`config.mk`:
```
export PLATFORM = sky130hd
export DESIGN_NAME = pipeline_stall_controller
export DESIGN_NICKNAME = d
export VERILOG_FILES = /design/src/rtl/pipe_ctrl_pkg.sv /design/src/rtl/pipeline_stall_controller_sat_counter.sv /design/src/rtl/pipeline_stall_controller.sv
export SDC_FILE = /design/constraint.sdc
export NUM_CORES = 1
export LEC_CHECK = 0
export ABC_AREA = 1
export CORE_MARGIN = 8
export CORE_UTILIZATION = 49
export DETAILED_ROUTE_END_ITERATION = 8
export PLACE_DENSITY_LB_ADDON = 0.08
export SETUP_SLACK_MARGIN = 0.15
export SYNTH_ARGS = -nofsm -noshare
export SYNTH_HDL_FRONTEND = slang
export SYNTH_SLANG_ARGS = --single-unit
```
`constraint.sdc`:
```
create_clock -name clk -period 1.8 [get_ports clk]
set_input_delay 0.45 -clock clk [delete_from_list [all_inputs] [get_ports clk]]
set_output_delay 0.45 -clock clk [all_outputs]
set_load 0.01 [all_outputs]
```
`src/rtl/pipe_ctrl_pkg.sv`:
```
// pipe_ctrl_pkg: shared state encoding, defaults and stage-control bundle for the stall controller
package pipe_ctrl_pkg;
  localparam int CNT_W_DEF = 32;
  localparam int MDU_TIMEOUT_DEF = 64;
  typedef enum logic [1:0] {
    RUN      = 2'd0,
    MDU_BUSY = 2'd1,
    MEM_WAIT = 2'd2
  } state_t;
  typedef struct packed {
    logic pc_we;
    logic ifid_we;
    logic ifid_flush;
    logic idex_we;
    logic idex_bubble;
    logic exmem_we;
    logic exmem_bubble;
    logic memwb_bubble;
  } ctrl_t;
  localparam ctrl_t CTRL_HOLD  = ctrl_t'(8'b0000_0000);
  localparam ctrl_t CTRL_RUN   = ctrl_t'(8'b1101_0100);
  localparam ctrl_t CTRL_RESET = ctrl_t'(8'b0010_1011);
  function automatic ctrl_t ctrl_advance(input logic flush);
    ctrl_t c;
    c = CTRL_RUN;
    c.ifid_flush = flush;
    return c;
  endfunction
endpackage

```
`src/rtl/pipeline_stall_controller_sat_counter.sv`:
```
// sat_counter: saturating up-counter with enable and synchronous clear
module sat_counter #(
  parameter int W = 32
) (
  input  logic         clk,
  input  logic         clr,
  input  logic         en,
  output logic [W-1:0] q
);
  logic [W-1:0] q_q, q_d;
  always_comb q_d = (en && !(&q_q)) ? q_q + 1'b1 : q_q;
  always_ff @(posedge clk) q_q <= clr ? '0 : q_d;
  assign q = q_q;
endmodule

```
`src/rtl/pipeline_stall_controller.sv`:
```
// pipeline_stall_controller: arbitrates MEM wait, MDU occupancy, load-use and redirect into stage enables/flushes
module pipeline_stall_controller
  import pipe_ctrl_pkg::*;
#(
  parameter int CNT_W       = CNT_W_DEF,
  parameter int MDU_TIMEOUT = MDU_TIMEOUT_DEF
) (
  input  logic             clk,
  input  logic             rst,
  input  logic             load_use_stall,
  input  logic             branch_taken_D,
  input  logic             ex_mdu_op,
  input  logic             mdu_done,
  output logic             mdu_start,
  input  logic             mem_req_M,
  input  logic             mem_ready_M,
  output logic             PCWrite,
  output logic             IF_IDWrite,
  output logic             IF_IDFlush,
  output logic             ID_EXWrite,
  output logic             ID_EXBubble,
  output logic             EX_MEMWrite,
  output logic             EX_MEMBubble,
  output logic             MEM_WBBubble,
  output logic [CNT_W-1:0] stall_cycles,
  output logic [CNT_W-1:0] flush_count,
  output logic             mdu_timeout
);
  localparam int WD_W = $clog2(MDU_TIMEOUT + 1);
  state_t state_q, state_d, ret_q, ret_d;
  logic pend_q, pend_d, tmo_q, tmo_d;
  logic mem_wait, mdu_ctx, release_mdu, redirect, wd_en;
  logic [WD_W-1:0] wd;
  ctrl_t ctrl;
  always_comb begin
    mem_wait    = mem_req_M & ~mem_ready_M;
    mdu_ctx     = (state_q == MDU_BUSY) || (state_q == MEM_WAIT && ret_q == MDU_BUSY);
    release_mdu = (state_q == MDU_BUSY) && !mem_wait && (mdu_done || pend_q);
    redirect    = !rst && !mem_wait && branch_taken_D &&
                  (release_mdu || (state_q == RUN && !ex_mdu_op && !load_use_stall));
    wd_en       = !rst && (state_q == MDU_BUSY) && !mem_wait && !release_mdu;
    ctrl        = CTRL_HOLD;
    mdu_start   = 1'b0;
    state_d     = state_q;
    ret_d       = ret_q;
    pend_d      = pend_q | (mdu_done & mdu_ctx & (mem_wait | (state_q == MEM_WAIT)));
    tmo_d       = tmo_q | (wd_en && wd == WD_W'(MDU_TIMEOUT - 1));
    if (rst) begin
      ctrl = CTRL_RESET;
    end else if (mem_wait) begin
      ctrl.memwb_bubble = 1'b1;
      state_d = MEM_WAIT;
      ret_d = (state_q == MEM_WAIT) ? ret_q : state_q;
    end else if (state_q == MEM_WAIT) begin
      state_d = ret_q;
    end else if (state_q == MDU_BUSY) begin
      ctrl = release_mdu ? ctrl_advance(branch_taken_D) : CTRL_HOLD;
      ctrl.exmem_bubble = !release_mdu;
      pend_d = release_mdu ? 1'b0 : pend_d;
      state_d = release_mdu ? RUN : MDU_BUSY;
    end else if (ex_mdu_op) begin
      mdu_start = 1'b1;
      ctrl.exmem_bubble = 1'b1;
      state_d = MDU_BUSY;
    end else if (load_use_stall) begin
      ctrl = CTRL_RUN;
      ctrl.pc_we = 1'b0;
      ctrl.ifid_we = 1'b0;
      ctrl.idex_bubble = 1'b1;
    end else begin
      ctrl = ctrl_advance(branch_taken_D);
    end
  end
  always_ff @(posedge clk) begin
    if (rst) begin
      state_q <= RUN;
      ret_q   <= RUN;
      pend_q  <= 1'b0;
      tmo_q   <= 1'b0;
    end else begin
      state_q <= state_d;
      ret_q   <= ret_d;
      pend_q  <= pend_d;
      tmo_q   <= tmo_d;
    end
  end
  sat_counter #(.W(CNT_W)) u_stall (.clk(clk), .clr(rst), .en(!rst && !ctrl.pc_we), .q(stall_cycles));
  sat_counter #(.W(CNT_W)) u_flush (.clk(clk), .clr(rst), .en(redirect), .q(flush_count));
  sat_counter #(.W(WD_W)) u_wdog (.clk(clk), .clr(rst || mdu_start), .en(wd_en), .q(wd));
  assign PCWrite      = ctrl.pc_we;
  assign IF_IDWrite   = ctrl.ifid_we;
  assign IF_IDFlush   = ctrl.ifid_flush;
  assign ID_EXWrite   = ctrl.idex_we;
  assign ID_EXBubble  = ctrl.idex_bubble;
  assign EX_MEMWrite  = ctrl.exmem_we;
  assign EX_MEMBubble = ctrl.exmem_bubble;
  assign MEM_WBBubble = ctrl.memwb_bubble;
  assign mdu_timeout  = tmo_q;
endmodule

```
==> results by group, run 1 <==
Yosys
  • Yosys warns: 0
  • Yosys reg bits: between 70 and 80
  • Seq/Total Area, Yosys: 0.302
  • Syn_nets: 866
  • Post-synth EDFFs: 0
  • Commonest cells in the netlist: nand2_1, nor2_1, inv_1
  • Cell area after synthesis: around 5100 um^2
  • Synth cell types: 28
  • Syn_area_per_cell: approximately 6 um^2
  • Syn Inst Count: 852
  • Top cell type's share of synthesized area: 0.302
  • Asr flop ratio synth: 0
  • Synth area leader: dfxtp_1
  • Count leader, synth: nand2_1
  • Main synth FF type: dfxtp_1
  • Largest cells by area after synthesis: dfxtp_1, nand2_1, nor2_1

Worst setup path
  • Slowest CP cell: dfxtp_4
  • Critical path's largest stage delay: 0.39 ns
  • CP Class: register to primary output
  • Crit path cell chain: inv_4, ha_4, nor2_4, nand4_1, nand3_1, o21ai_1, inv_1, buf_6
  • WP data arrival: 1.60 ns
  • CP top delay family: flip-flops
  • CP bufs+invs: 3
  • Critical path startpoint category: register
  • Crit end category: primary output
  • Crit Path Max Fanout: 4
  • Worst EP required: 1.35 ns

Clock network
  • CTS Root Cell: clkbuf_8
  • Num CTS Buffers: 9
  • CTS tree: built
  • Clock Tree Buf Depth: 2
  • CTS H-tree depth: 3
  • Clock slew at reported path FFs: 0.08 ns
  • CTS sink cnt: just under 80
  • Clk_lat worst skew: approximately 0.37 ns
  • Hold_buf cts: 0

Die
  • Starting Density: 0.498
  • DIE AREA: 13900 um^2
  • Core Box Area: 10200 um^2
  • Row cnt: 37
  • Boundary Pins: a little over 80
  • Die width: 118 um
  • Die H: between 100 and 150 um

Routing
  • Total wire length: 17.2 mm
  • Avg WL per Cell: 14.7 um
  • Vias per cell: roughly 5.2
  • Via count: ~6100
  • TritonRoute pass-1 iters: 5
  • Post-DRT Antenna Nets: 0
  • DRC: 0
  • Initial DRC count: 463

Timing
  • Sum Neg Setup Slack: -3.36 ns
  • Final Hold Vio Count: 0
  • Unrepaired setup endpoints after global routing: yes
  • Slew HR: 0.635
  • Final worst setup slack: -0.246 ns
  • Max Freq: 489 MHz
  • Tmin final: just over 2 ns
  • Max-slew violations: 0
  • Hold Slack: 0.456 ns
  • Final setup vio count: 42
  • Tightest Pin Transition: about 0.55 ns
  • Fin crit share: 1.14
  • Setup Skew: 0.00781 ns

Power and ir drop
  • Total Power: between 3 and 4 mW
  • PwrDens: 516 nW/um^2
  • Worst vdd ir: 0.411 mV
  • Leakage power: about 3.3 nW

Outcome
  • Status: finished with violations
  • Failing checks: negative setup slack

Cells and area
  • Storage element area: 1590 um^2
  • FILL cells: 842
  • Area Overhead vs Synth: 48.4%
  • Layout cell share with drive strength beyond 1: 0.272
  • Nets: about 1000
  • Inserted Diodes: 0
  • Area of the multi-input gates: 3450 um^2
  • Core Util, Final: 0.740
  • Post-route insts no fill: 1171

Global routing
  • Total grt overflow: 0
  • Number of antenna violations at the first check in global routing: 0
  • Largest net degree at the start of global routing: 37
  • Tot GR Track Use: 0.237
  • Vias in the first global route: slightly below 6000
  • First-pass GRT wire length: 27.4 mm

Place
  • Placed cells: 1123
  • Port buffer count: between 80 and 90
  • Post-DP HPWL: about 12 mm
  • GPL Wtd Cong: 0.945

Min path
  • Hold WC Path Type: register to register

Run
  • Max-cap violations: 0
logic make-up (layout without fill, tap and decap cells):
| group | count (synthesis) | after routing | synth area share |
|---|---|---|---|
| simple gates | 556 | 556 | 0.458 |
| buf+inv | 106 | 289 | 0.0918 |
| compound gates | 78 | 78 | 0.0837 |
| fa+ha+maj | 6 | 6 | 0.0147 |
| xor+xnor | 29 | 29 | 0.0498 |
| flops | 77 | 77 | 0.302 |
through the flow:
step                cell area [um^2]  setup slack (ns)
floorplan                       5130             0.116
global placement                6570            -0.715
detailed placement              6570            -0.750
CTS                             7230            -0.277
global route                    7570            -0.326
finish                          7570            -0.246
path summary, 6_finish.rpt:
check / from / end / slack, ns / cells after the start
worst max register to register: state_q[1] / u_flush.q[24] / -0.10 / 15
worst min register to register: mdu_timeout / mdu_timeout / 0.46 / 2
worst max-delay path: state_q[1] / IF_IDFlush / -0.25 / 8
worst min-delay path: mdu_timeout / mdu_timeout / 0.46 / 2
cell usage in the layout, fill, tap and decap left out, drive strengths merged, types with 2 or more instances in the layout:
cell type,Yosys,layout
clkdlybuf4s50,0,2
ha,6,6
nor3,6,6
xnor2,12,12
nand3,54,54
dlygate4sd2,0,68
clkbuf,7,14
nand4,18,18
buf,15,117
bufinv,0,2
o21ai,12,12
nand2,329,329
xor2,17,17
a21oi,64,64
dfxtp,77,77
inv,84,84
nor2,146,146
metal layers:
metal | share of wire | vias up | global-route usage | routed length [um]
li1 | - | 3023 | - | -
met1 | 0.44 | 2837 | 0.295 | 7650
met2 | 0.47 | 210 | 0.385 | 8090
met3 | 0.059 | 41 | 0.0446 | 1020
met4 | 0.028 | 0 | 0.114 | 474
met5 | 0 | - | 0 | 0
registers in the layout (all words and copies together), names as in the netlist:
name	count
u_flush.q	32
pend_q	1
u_wdog.q	7
mdu_timeout	1
state_q	2
ret_q	2
u_stall.q	32
layout make-up:
class                           count  area share
Inverter                           84      0.0437
Clock buffer                       12      0.0218
Tap cell                          136      0.0225
Timing Repair Buffer              190       0.236
Multi-Input combinational cell    669       0.456
Sequential cell                    77       0.210
Clock inverter                      3     0.00893
power by group:
group	switching (mW)	leakage [nW]	internal, mW
sequential	0.0207	0.640	1.72
clock	0.672	0.115	0.887
combinational	0.307	2.57	0.297
total	1.00	3.32	2.90
worst reg2reg max path, cell delays in order (launching register included):
cell     delay [ns]
dfxtp_4        0.37
inv_4          0.06
ha_4           0.16
buf_4          0.13
nand3_4        0.07
buf_4          0.13
buf_4          0.11
nand2_1        0.05
nand2_1        0.06
inv_2          0.08
nand2_4        0.09
buf_4          0.15
buf_6          0.13
nor2_2         0.10
nor2_1         0.04
nor2_1         0.09
repair_timing:
action | in CTS | in global routing
pin swaps | 20 | 34
gates cloned | 6 | 1
resized for setup | 206 | 66
setup endpoints to repair | 146 | 81
setup buffers | 19 | 7
Power figures use the tool's default switching activity.
==> run 2: changes to the inputs <==
Settings changed: CORE_UTILIZATION 49 to 59, PLACE_DENSITY from default to 0.87, PLACE_DENSITY_LB_ADDON 0.08 to default.
Clock period 1.8 ns to 2.6 ns, I/O delays scaled along.
==> results by group, run 2 (same netlist as run 1, synthesis figures left out) <==
Timing
  • Tmin final: 2.38 ns
  • Unrepaired setup endpoints after global routing: no
  • Final Hold Vio Count: 0
  • Fin crit share: 0.915
  • Max Freq: ~420 MHz
  • Final setup vio count: 0
  • Setup Skew: 0.0143 ns
  • Tightest Pin Transition: 0.426 ns
  • Slew HR: 0.715
  • Max-slew violations: 0

Routing
  • DRC: 0
  • Vias per cell: 5.38
  • Initial DRC count: 430
  • Avg WL per Cell: 14.0 um
  • TritonRoute pass-1 iters: 5
  • Post-DRT Antenna Nets: 0
  • Total wire length: between 10 and 15 mm
  • Via count: roughly 5700

Worst setup path
  • Crit end category: primary output
  • Critical path startpoint category: register
  • Worst EP required: a little under 2 ns
  • Crit Path Max Fanout: 5
  • R2R Setup Slk: 0.30 ns
  • CP Class: register to primary output
  • Crit. Startpoint: state_q[1]
  • WP data arrival: 1.73 ns
  • Worst R2R Start: state_q[1]

Global routing
  • Total grt overflow: 0
  • First-pass GRT wire length: 24.8 mm
  • Vias in the first global route: ~5300
  • Largest net degree at the start of global routing: 37
  • Number of antenna violations at the first check in global routing: 0
  • Tot GR Track Use: 0.254

Clock network
  • CTS H-tree depth: 3
  • CTS sink cnt: 77
  • Clock slew at reported path FFs: 0.08 ns
  • CTS tree: built
  • CTS Root Cell: clkbuf_8
  • Hold_buf cts: 0
  • Clk_lat worst skew: 0.35 ns
  • Clock Tree Buf Depth: 2
  • Num CTS Buffers: 9

Die
  • Boundary Pins: 82
  • Core Box Area: 8550 um^2
  • Die width: 109 um
  • Row cnt: 34
  • DIE AREA: 11900 um^2
  • Starting Density: 0.596
  • Die H: 109 um

Power and ir drop
  • P_sw: 0.634 mW
  • Worst vdd ir: approximately 0.28 mV
  • Clock share of power: 0.422
  • Switch share: 0.252
  • Combinational group share of total power: 0.101
  • Reg power frac: 0.477
  • Leakage power: 2.37 nW
  • PwrDens: 394 nW/um^2
  • Internal power: 1.88 mW

Cells and area
  • Inserted Diodes: 0
  • Final non-filler cell area: 6380 um^2
  • Post-route insts no fill: about 1100
  • Most common cell after layout, fill and taps aside: nand2_1
  • Most frequent cells in the layout: nand2_1, nor2_1, inv_1
  • Nets: 967
  • Area Overhead vs Synth: 25.1%
  • Layout cell share with drive strength beyond 1: 0.114

Min path
  • Min-delay src: ret_q[0]
  • Hold WC Path Type: register to register

Place
  • Placed Area: approximately 6000 um^2
  • Post-DP HPWL: 10.9 mm
  • GPL Wtd Cong: 0.981
  • Placed cells: 1037
  • Port buffer count: 81

Outcome
  • Status: finished clean

Run
  • Max-cap violations: 0
run 2: cell count changes in the layout (fill, tap and decap cells not counted), sizes merged, moves of 2 or more:
cell	before	now
dlymetal6s2s	0	2
dlygate4sd2	68	3
clkdlybuf4s15	0	3
clkdlybuf4s50	2	66
clkbuf	14	11
buf	117	38
run 2: critical path: stages (launching register included):
cell	delay [ns]
dfxtp_2	0.36
inv_1	0.07
ha_2	0.21
nor2_2	0.11
inv_1	0.10
o31ai_1	0.27
clkdlybuf4s15_2	0.27
run 2: per-stage QoR:
| stage | setup WS [ns] | setup TNS [ns] | hold slack [ns] | util | power, mW |
|---|---|---|---|---|---|
| 3_5_place_dp | -0.358 | -2.76 | 0.442 | 0.704 | 1.45 |
| 4_1_cts | 0.106 | 0 | 0.454 | 0.738 | 2.50 |
| 6_report | 0.220 | 0 | 0.455 | 0.746 | 2.52 |
| 5_1_grt | 0.137 | 0 | 0.469 | 0.746 | 2.61 |
| 2_1_floorplan | 0.529 | 0 | 0.423 | - | 1.36 |
| 3_3_place_gp | -0.329 | -2.39 | 0.435 | 0.704 | 1.44 |
run 2: worst paths after layout:
check | endpoint | cells past startpoint
worst max register to register | u_stall.q[22] | 15
worst min register to register | ret_q[0] | 2
worst max-delay path | ID_EXBubble | 6
worst min-delay path | ret_q[0] | 2
run 2: area by class of cell:
| cell class | instances | area, um^2 |
|---|---|---|
| inverters | 84 | 318 |
| flip-flops and latches | 77 | 1540 |
| clock inverters | 5 | 81.3 |
| clock buffers | 11 | 151 |
| multi-input cells | 669 | 3130 |
| well taps | 108 | 135 |
| fillers | 723 | 2170 |
| repair buffers | 112 | 1020 |
run 2: repair_timing:
action	CTS	global route
pin swaps	5	4
resized for setup	46	17
buffers inserted	8	3
gates cloned	0	2
setup endpoints to repair	9	26
run 2: per-layer routing:
metal  routed length (um)  global-route usage  up-vias
met5                    0                   0        -
met4                  291              0.0850        0
met3                 1170              0.0378       29
met2                 6950               0.414      234
met1                 6540               0.334     2596
li1                     -                   -     2873
run 2: power by group through the flow:
stage                     Combinational, mW  Clock, mW  Sequential, mW
after floorplan                       0.135          0            1.23
after global placement                0.214          0            1.23
after detailed placement              0.219          0            1.23
after CTS                             0.230       1.07            1.20
after global routing                  0.278       1.13            1.20
final                                 0.255       1.06            1.20
==> run 3: changes to the inputs <==
Settings changed: CTS_CLUSTER_SIZE from default to 28.
==> results of run 3 <==
Final layout, timing and power as in run 2 (identical DEF).
